$ cat src/rtl/wb_downsizer_pkg.sv
// wb_downsizer_pkg: shared state encoding and geometry helpers for the Wishbone downsizer.
package wb_downsizer_pkg;
  typedef enum logic [1:0] {IDLE, BEAT, RESP} state_e;
  function automatic int wb_ratio(input int m, input int s);
    return m / s;
  endfunction
  function automatic int wb_spg(input int s, input int g);
    return s / g;
  endfunction
  function automatic int wb_lo(input int s, input int g);
    return $clog2(s / g);
  endfunction
  function automatic int wb_bb(input int m, input int s);
    return $clog2(m / s);
  endfunction
  function automatic bit wb_legal(input int a, input int m, input int s, input int g);
    return (m == 16 || m == 32 || m == 64) && (s == 8 || s == 16 || s == 32) && s < m &&
           g > 0 && g <= s && s % g == 0 && a >= wb_lo(s, g) + wb_bb(m, s);
  endfunction
endpackage

$ cat src/rtl/wb_next_lane.sv
// wb_next_lane: finds the lowest lane group above the current beat (or from the bottom) with a non-zero select.
module wb_next_lane #(
  parameter int RATIO = 4,
  parameter int SPG = 1,
  parameter int BB = 2
) (
  input  logic [RATIO*SPG-1:0] i_sel,
  input  logic [BB-1:0]        i_beat,
  input  logic                 i_first,
  output logic [BB-1:0]        o_next,
  output logic                 o_valid
);
  always_comb begin
    o_next = '0;
    o_valid = 1'b0;
    for (int i = RATIO - 1; i >= 0; i--)
      if (|i_sel[i*SPG +: SPG] && (i_first || i > int'(i_beat))) begin
        o_next = BB'(i);
        o_valid = 1'b1;
      end
  end
endmodule

$ cat src/rtl/wb_downsizer.sv
// wb_downsizer: splits wide Wishbone classic accesses into narrow slave beats and reassembles read data.
module wb_downsizer
  import wb_downsizer_pkg::*;
#(
  parameter int ADR_BITS = 16,
  parameter int MASTER_PORT_SIZE = 32,
  parameter int SLAVE_PORT_SIZE = 8,
  parameter int GRANULARITY = 8
) (
  input  logic                                    clk,
  input  logic                                    rst_n,
  input  logic                                    m_cyc,
  input  logic                                    m_stb,
  input  logic                                    m_we,
  input  logic [ADR_BITS-1:0]                     m_adr,
  input  logic [MASTER_PORT_SIZE/GRANULARITY-1:0] m_sel,
  input  logic [MASTER_PORT_SIZE-1:0]             m_dat_i,
  output logic [MASTER_PORT_SIZE-1:0]             m_dat_o,
  output logic                                    m_ack,
  output logic                                    m_err,
  output logic                                    m_rty,
  output logic                                    s_cyc,
  output logic                                    s_stb,
  output logic                                    s_we,
  output logic [ADR_BITS-1:0]                     s_adr,
  output logic [SLAVE_PORT_SIZE/GRANULARITY-1:0]  s_sel,
  output logic [SLAVE_PORT_SIZE-1:0]              s_dat_o,
  input  logic [SLAVE_PORT_SIZE-1:0]              s_dat_i,
  input  logic                                    s_ack,
  input  logic                                    s_err,
  input  logic                                    s_rty
);
  localparam int RATIO = wb_ratio(MASTER_PORT_SIZE, SLAVE_PORT_SIZE);
  localparam int SPG = wb_spg(SLAVE_PORT_SIZE, GRANULARITY);
  localparam int LO = wb_lo(SLAVE_PORT_SIZE, GRANULARITY);
  localparam int BB = wb_bb(MASTER_PORT_SIZE, SLAVE_PORT_SIZE);
  localparam int MSEL = MASTER_PORT_SIZE / GRANULARITY;
  localparam int SW = SLAVE_PORT_SIZE;
  if (!wb_legal(ADR_BITS, MASTER_PORT_SIZE, SLAVE_PORT_SIZE, GRANULARITY)) begin : g_illegal
    $error("wb_downsizer: illegal port size / granularity combination");
  end
  state_e                      r_state;
  logic [ADR_BITS-1:0]         r_adr;
  logic                        r_we;
  logic [MSEL-1:0]             r_sel;
  logic [MASTER_PORT_SIZE-1:0] r_dat;
  logic [MASTER_PORT_SIZE-1:0] r_buf;
  logic [BB-1:0]               r_beat;
  logic                        w_idle;
  logic                        w_valid;
  logic [BB-1:0]               w_next;
  logic [MSEL-1:0]             w_sel;
  logic [ADR_BITS-1:0]         w_adr;
  logic [MASTER_PORT_SIZE-1:0] w_dat;
  logic [MASTER_PORT_SIZE-1:0] w_buf;
  // In IDLE the first beat is launched straight from the master inputs, so the lane search sees them directly.
  assign w_idle = r_state == IDLE;
  assign w_sel = w_idle ? m_sel : r_sel;
  assign w_adr = w_idle ? m_adr : r_adr;
  assign w_dat = w_idle ? m_dat_i : r_dat;
  wb_next_lane #(.RATIO(RATIO), .SPG(SPG), .BB(BB)) u_next (
    .i_sel(w_sel),
    .i_beat(r_beat),
    .i_first(w_idle),
    .o_next(w_next),
    .o_valid(w_valid)
  );
  always_comb begin
    w_buf = r_buf;
    w_buf[r_beat*SW +: SW] = s_dat_i;
  end
  function automatic logic [ADR_BITS-1:0] beat_adr(input logic [ADR_BITS-1:0] a, input logic [BB-1:0] b);
    logic [ADR_BITS-1:0] r;
    r = a & ~((ADR_BITS'(1) << LO) - ADR_BITS'(1));
    r[LO +: BB] = b;
    return r;
  endfunction
  always_ff @(posedge clk or negedge rst_n) begin
    if (!rst_n) begin
      r_state <= IDLE;
      r_adr <= '0;
      r_we <= 1'b0;
      r_sel <= '0;
      r_dat <= '0;
      r_buf <= '0;
      r_beat <= '0;
      m_dat_o <= '0;
      m_ack <= 1'b0;
      m_err <= 1'b0;
      m_rty <= 1'b0;
      s_cyc <= 1'b0;
      s_stb <= 1'b0;
      s_we <= 1'b0;
      s_adr <= '0;
      s_sel <= '0;
      s_dat_o <= '0;
    end else begin
      m_ack <= 1'b0;
      m_err <= 1'b0;
      m_rty <= 1'b0;
      case (r_state)
        IDLE: if (m_cyc && m_stb) begin
          r_adr <= m_adr;
          r_we <= m_we;
          r_sel <= m_sel;
          r_dat <= m_dat_i;
          r_buf <= '0;
          m_dat_o <= '0;
          s_we <= m_we;
          if (w_valid) begin
            r_beat <= w_next;
            s_cyc <= 1'b1;
            s_stb <= 1'b1;
            s_adr <= beat_adr(w_adr, w_next);
            s_sel <= w_sel[w_next*SPG +: SPG];
            s_dat_o <= w_dat[w_next*SW +: SW];
            r_state <= BEAT;
          end else begin
            m_ack <= 1'b1;
            r_state <= RESP;
          end
        end
        BEAT: if (!m_cyc) begin
          s_cyc <= 1'b0;
          s_stb <= 1'b0;
          r_state <= IDLE;
        end else if (s_err || s_rty) begin
          s_cyc <= 1'b0;
          s_stb <= 1'b0;
          m_err <= s_err;
          m_rty <= !s_err;
          m_dat_o <= r_buf;
          r_state <= RESP;
        end else if (s_ack) begin
          r_buf <= w_buf;
          if (w_valid) begin
            r_beat <= w_next;
            s_adr <= beat_adr(w_adr, w_next);
            s_sel <= w_sel[w_next*SPG +: SPG];
            s_dat_o <= w_dat[w_next*SW +: SW];
          end else begin
            s_cyc <= 1'b0;
            s_stb <= 1'b0;
            m_ack <= 1'b1;
            m_dat_o <= w_buf;
            r_state <= RESP;
          end
        end
        RESP: begin
          m_dat_o <= '0;
          r_state <= IDLE;
        end
        default: r_state <= IDLE;
      endcase
    end
  end
endmodule

$ cat config.mk
export PLATFORM = sky130hd
export DESIGN_NAME = wb_downsizer
export DESIGN_NICKNAME = d
export VERILOG_FILES = /design/src/rtl/wb_downsizer_pkg.sv /design/src/rtl/wb_next_lane.sv /design/src/rtl/wb_downsizer.sv
export SDC_FILE = /design/constraint.sdc
export NUM_CORES = 1
export LEC_CHECK = 0
export BUFFER_PORTS_ARGS = -buffer_cell sky130_fd_sc_hd__buf_2
export CAP_MARGIN = 20
export CORE_UTILIZATION = 56
export CTS_BUF_LIST = sky130_fd_sc_hd__clkbuf_4 sky130_fd_sc_hd__clkbuf_8 sky130_fd_sc_hd__clkbuf_16
export DETAILED_ROUTE_END_ITERATION = 7
export GPL_TIMING_DRIVEN = 1
export HOLD_SLACK_MARGIN = 0.03
export MAX_ROUTING_LAYER = met4
export PLACE_DENSITY = 0.8
export SYNTH_ARGS = -nofsm -noshare
export SYNTH_HDL_FRONTEND = slang
export SYNTH_SLANG_ARGS = --single-unit
$ cat constraint.sdc
create_clock -name clk -period 3.5 [get_ports clk]
set_input_delay 0.175 -clock clk [delete_from_list [all_inputs] [get_ports clk]]
set_output_delay 0.175 -clock clk [all_outputs]
set_load 0.1 [all_outputs]
* Word level (Yosys, flattened, before mapping)
Cells that the tools add are included.
** Word-level totals
- Register bits :: 150
- Input bits :: 68
- Output and inout port bits :: 63
- Logic and storage cells :: 124
** Operators by class
- $add $sub $neg :: 1
- Order comparisons :: 3
- Eq/ne operators :: 11
- Shifts and indexed selects :: 4
- Muxes and demuxes :: 72
- Reductions and logical operators :: 18
** Operators with widths (count)
- 2-to-1 mux 32 bit :: 9
- 2-to-1 mux 16 bit :: 6
- case mux 32 bit (3 select lines) :: 1
- case mux 32 bit (2 select lines) :: 1
- 2-to-1 mux 8 bit :: 5
- negator 5 -> 34 bit :: 1
- variable shift 8 x 34 -> 32 bit, first input constant :: 1
- indexed part select 8 x 34 -> 32 bit :: 1
- bitwise mux 32 bit :: 1
- case mux 16 bit (2 select lines) :: 1
- indexed part select 32 x 6 -> 8 bit :: 1
- 2-to-1 mux 2 bit :: 15
- 2-to-1 mux 1 bit :: 26
- case mux 8 bit (2 select lines) :: 1
- AND reduction 5 bit :: 3
- inequality test 2 bit, second input constant :: 5
- inequality test 4 bit, second input constant :: 2
- case mux 2 bit (2 select lines) :: 2
- inequality test 3 bit, second input constant :: 2
- case mux 1 bit (2 select lines) :: 3
- logical AND 1 bit :: 5
- > comparator 2 bit, first input constant :: 2
- logical OR 1 bit :: 4
- 2-to-1 mux 4 bit :: 1
- 10 further kinds :: 10

* Depth between registers and ports, before layout
- Depth after elaboration :: 13
- Mapped depth :: 9
- Gate-level depth less buffers :: 8

* Cells and area by module
A second synthesis with hierarchy kept.
** Unflattened totals
- Cell total of the unflattened synthesis :: 634
- Area total of the unflattened synthesis :: 6761.5 um^2
** Modules (own cells, without submodules)
- wb_downsizer :: instances 1, cells each 619, area each 6673.9 um^2
- wb_next_lane :: instances 1, cells each 15, area each 87.6 um^2

* Worst setup path before layout
OpenSTA, ideal clock, no wires.
- Path kind :: flip-flop to flip-flop
- Start :: reg s_adr[0] (netlist name)
- End :: reg m_dat_o[0]
- Data arrival time :: 3.111 ns
- Required time :: 3.375 ns
- Setup slack :: 0.263 ns
- Stages on the path, launching flop included :: 10
- Path buffers :: 1
- Clock period less this slack :: 3.237 ns
- Cell sequence :: dfrtp_1 inv_1 ha_1 or3b_4 a31o_4 and2_4 a21oi_4 o22a_4 buf_12 mux2_4
** RTL lines
- to (signal assigned) :: RTL line wb_downsizer.sv:132 : m_dat_o <= r_buf;
- to (signal assigned) :: RTL line wb_downsizer.sv:145 : m_dat_o <= w_buf;
- to (decl) :: RTL line wb_downsizer.sv:18 : output logic [MASTER_PORT_SIZE-1:0] m_dat_o,

==> results.ini <==
[cells_and_area]
register_area_um2=3580
multi_input_comb_area_um2=3320
n_fill_cell=905
area_growth_pct=24.7
final_util_pct=71.8
final_net_count=928
highest_count_cells_in_the_layout_ignoring_fill_and_taps=143 x sky130_fd_sc_hd__dfrtp_1, 127 x sky130_fd_sc_hd__buf_2, 93 x sky130_fd_sc_hd__nand2_1, 78 x sky130_fd_sc_hd__nor2_1, 51 x sky130_fd_sc_hd__mux2_2
final_common_cell=sky130_fd_sc_hd__dfrtp_1
layout.cell_area.non_filler_um2=9100
layout-drive-gt1-share_pct=31.5

[floorplanning]
io-pin-count=131
floorplan_die_area_um2=13500
start_util_pct=57.6
core_um2=12700
die_w_um=116
dieHeight_um=116
std_cell_rows=41

[critical_path]
critical_path.endpoint_type=register
worst-endpoint-required_ns=3.80
critical_path_class=reg2reg
top_fanout_value_on_the_critical_path=32
crit_path_leading_delay_family=simple AND/OR/NAND/NOR gates
timing.critical_path.arrival_ns=3.20
max_stage_delay_ns=0.46
path_buf_inv=2
cp_slowest_cell=sky130_fd_sc_hd__or3b_4
start_kind=register
timing.critical_path.cells=inv_1 -> ha_1 -> or3b_4 -> a31o_4 -> and2_4 -> a21oi_4 -> o22a_4 -> buf_12 -> mux2_2

[sta]
grt_setup_unrepaired=false
finalHoldViolCount=0
period_minus_slack_ns=2.90
timing.final.crit_share_pct=82.8
fmax_mhz=345
tightest_slew_ns=0.597
fin_skew_ns=0.00854
setup_viol_count_final=0
worst_slack_ns=0.602
slew-limit-headroom_pct=60.2
timing.final.max_slew_violations=0
setup-tns-final_ns=0

[synthesis]
post_synth_inst_count=700
synth_seq_area_share_pct=49.0
syn-mean-instance-area_um2=10.4
synth_top_cell_by_area=sky130_fd_sc_hd__dfrtp_1
async_flop_share_pct=100
postSynth.topFlopCell=sky130_fd_sc_hd__dfrtp_1
post_synth_edffs=0
synth-seq-cells=143
ys_top_cells_by_area=sky130_fd_sc_hd__dfrtp_1 49%, sky130_fd_sc_hd__mux2_2 7.9%, sky130_fd_sc_hd__mux2_4 6.4%
synth_nets=773
yosys.cell_types.count=53
netlist_area_um2=7300
yosysWarnings=0
netlist.area_leader.share_pct=49.0

[drt]
totalWireLength_um=18800
vias=6123
drt_first_iter_violations=488
ant_nets=0
post_drt_wl_per_cell_um=18.1
route.detailed.drc=0
via_count_normalized_by_instance_count=5.88
drtPass1Iterations=7

[global_route]
antenna_violations_before_repair=1
grt.total_usage_pct=31.2
grt_pass1_wl_um=31100
gr-total-overflow=0
grt_max_degree=118
first_global_vias=6286

[placed_design]
pre_cts_ws_ns=0.608
port_buffers=128
dp_hpwl_um=11800
place_congestion=0.857
placed_cell_area_um2=8010

[clock_tree]
cts.reportedPaths.clkPinSlew_ns=0.06
post_cts.resized_instances=0
clock_insertion_delay_worst_skew_ns=0.42
cts_inserted_buffers=17
cts_tree=built
clock_sinks=143
cts-root-buf=sky130_fd_sc_hd__clkbuf_16
ctsLongestPathBuffers=2
cts_htree_levels=4

[status]
outcome=finished clean

[hold_path]
hold_class=in2reg

[run]
max-cap-violations=0

[power_and_ir_drop]
power_per_standard_cell_area_nw_per_um2=724
total_leakage_power_nw=4.15
ir_worst_vdd_uv=625

-- cells in the mapped netlist (3+ instances only) --
master                     number
sky130_fd_sc_hd__dfrtp_1      143
sky130_fd_sc_hd__nand2_1       93
sky130_fd_sc_hd__nor2_1        78
sky130_fd_sc_hd__mux2_2        51
sky130_fd_sc_hd__o21ai_0       41
sky130_fd_sc_hd__inv_1         39
sky130_fd_sc_hd__a22oi_1       35
sky130_fd_sc_hd__a22o_1        34
sky130_fd_sc_hd__mux2_4        31
sky130_fd_sc_hd__a31oi_1       18
sky130_fd_sc_hd__clkbuf_1      18
sky130_fd_sc_hd__a21oi_1       17
sky130_fd_sc_hd__buf_2         15
sky130_fd_sc_hd__buf_1         10
sky130_fd_sc_hd__nand3_1        6
sky130_fd_sc_hd__ha_1           5
sky130_fd_sc_hd__nand2b_1       5
sky130_fd_sc_hd__mux4_2         4
sky130_fd_sc_hd__nor2b_1        4
sky130_fd_sc_hd__buf_12         3
sky130_fd_sc_hd__nor3_1         3
-- power by group --
part / leakage, nW / internal [mW] / total (mW) / switching (mW)
Sequential: 1.82 / 1.99 / 2.20 / 0.213
Combinational: 2.04 / 0.682 / 2.62 / 1.94
Clock: 0.294 / 1.11 / 1.77 / 0.660
-- cells by family after synthesis --
group | after synthesis | share of synthesized area (%)
and+or+nand+nor | 206 | 12.0
AOI/OAI and AO/OA | 170 | 16.6
DFF | 143 | 49.0
buffers and inverters | 89 | 5.81
muxes | 87 | 15.8
adders and majority gates | 5 | 0.857
-- through the flow --
step | cells | power, mW | hold slack [ns]
2_1_floorplan | 700 | 4.26 | -0.121
3_3_place_gp | 958 | 4.67 | 0.388
3_5_place_dp | 959 | 4.76 | 0.399
4_1_cts | 1039 | 6.57 | 0.0310
5_1_grt | 1041 | 6.86 | 0.0457
6_report | 1041 | 6.59 | 0.0490
-- flip-flops by register name, summed over array words and instances (netlist names) --
register / count
m_ack: 1
m_dat_o: 32
m_err: 1
m_rty: 1
r_adr: 14
r_buf: 32
r_dat: 30
r_sel: 3
r_state: 2
s_adr: 16
s_dat_o: 8
s_sel: 1
s_stb: 1
s_we: 1
-- worst reg2reg max path: cells and delay by family (launching register included) --
kind,cells,cell delay [ns]
fa+ha+maj,1,0.36
flops,1,0.41
compound gates,3,0.62
simple gates,2,0.65
mux,1,0.38
buf+inv,2,0.37
-- worst paths after layout --
kind / to / slack, ns / from / cells past startpoint
min reg2reg: s_sel / 0.46 / s_sel / 1
min: m_rty / 0.05 / s_rty / 2
min in group asynchronous: m_dat_o[6] / 0.21 / rst_n / 2
max in group asynchronous: r_buf[30] / 2.15 / rst_n / 4
max: m_dat_o[31] / 0.60 / s_adr[0] / 9
max reg2reg: m_dat_o[31] / 0.60 / s_adr[0] / 9
-- timing repair --
action                                  in CTS  in global routing
setup buffers                                0                  0
endpoints found under the hold margin      175                  0
endpoints found under the setup margin       0                  0
hold buffers                                48                  0
-- routing by layer --
layer	wire length (um)	up-vias	GRT usage, %	share of wire, %
li1	-	2759	-	-
met1	7540	3055	36.4	40
met2	9610	263	51.2	51
met3	1130	46	7.27	6.0
met4	529	0	15.0	2.8
met5	0	-	-	0
-- area by class of cell --
type,count,area share [%]
multi-input cells,468,36.5
flip-flops and latches,143,39.3
clock buffers,27,5.84
well taps,172,2.36
diodes,1,0.0275
inverters,39,1.61
clock inverters,5,0.577
repair buffers,186,13.8
Note: power is estimated with default switching activity, not from simulation.
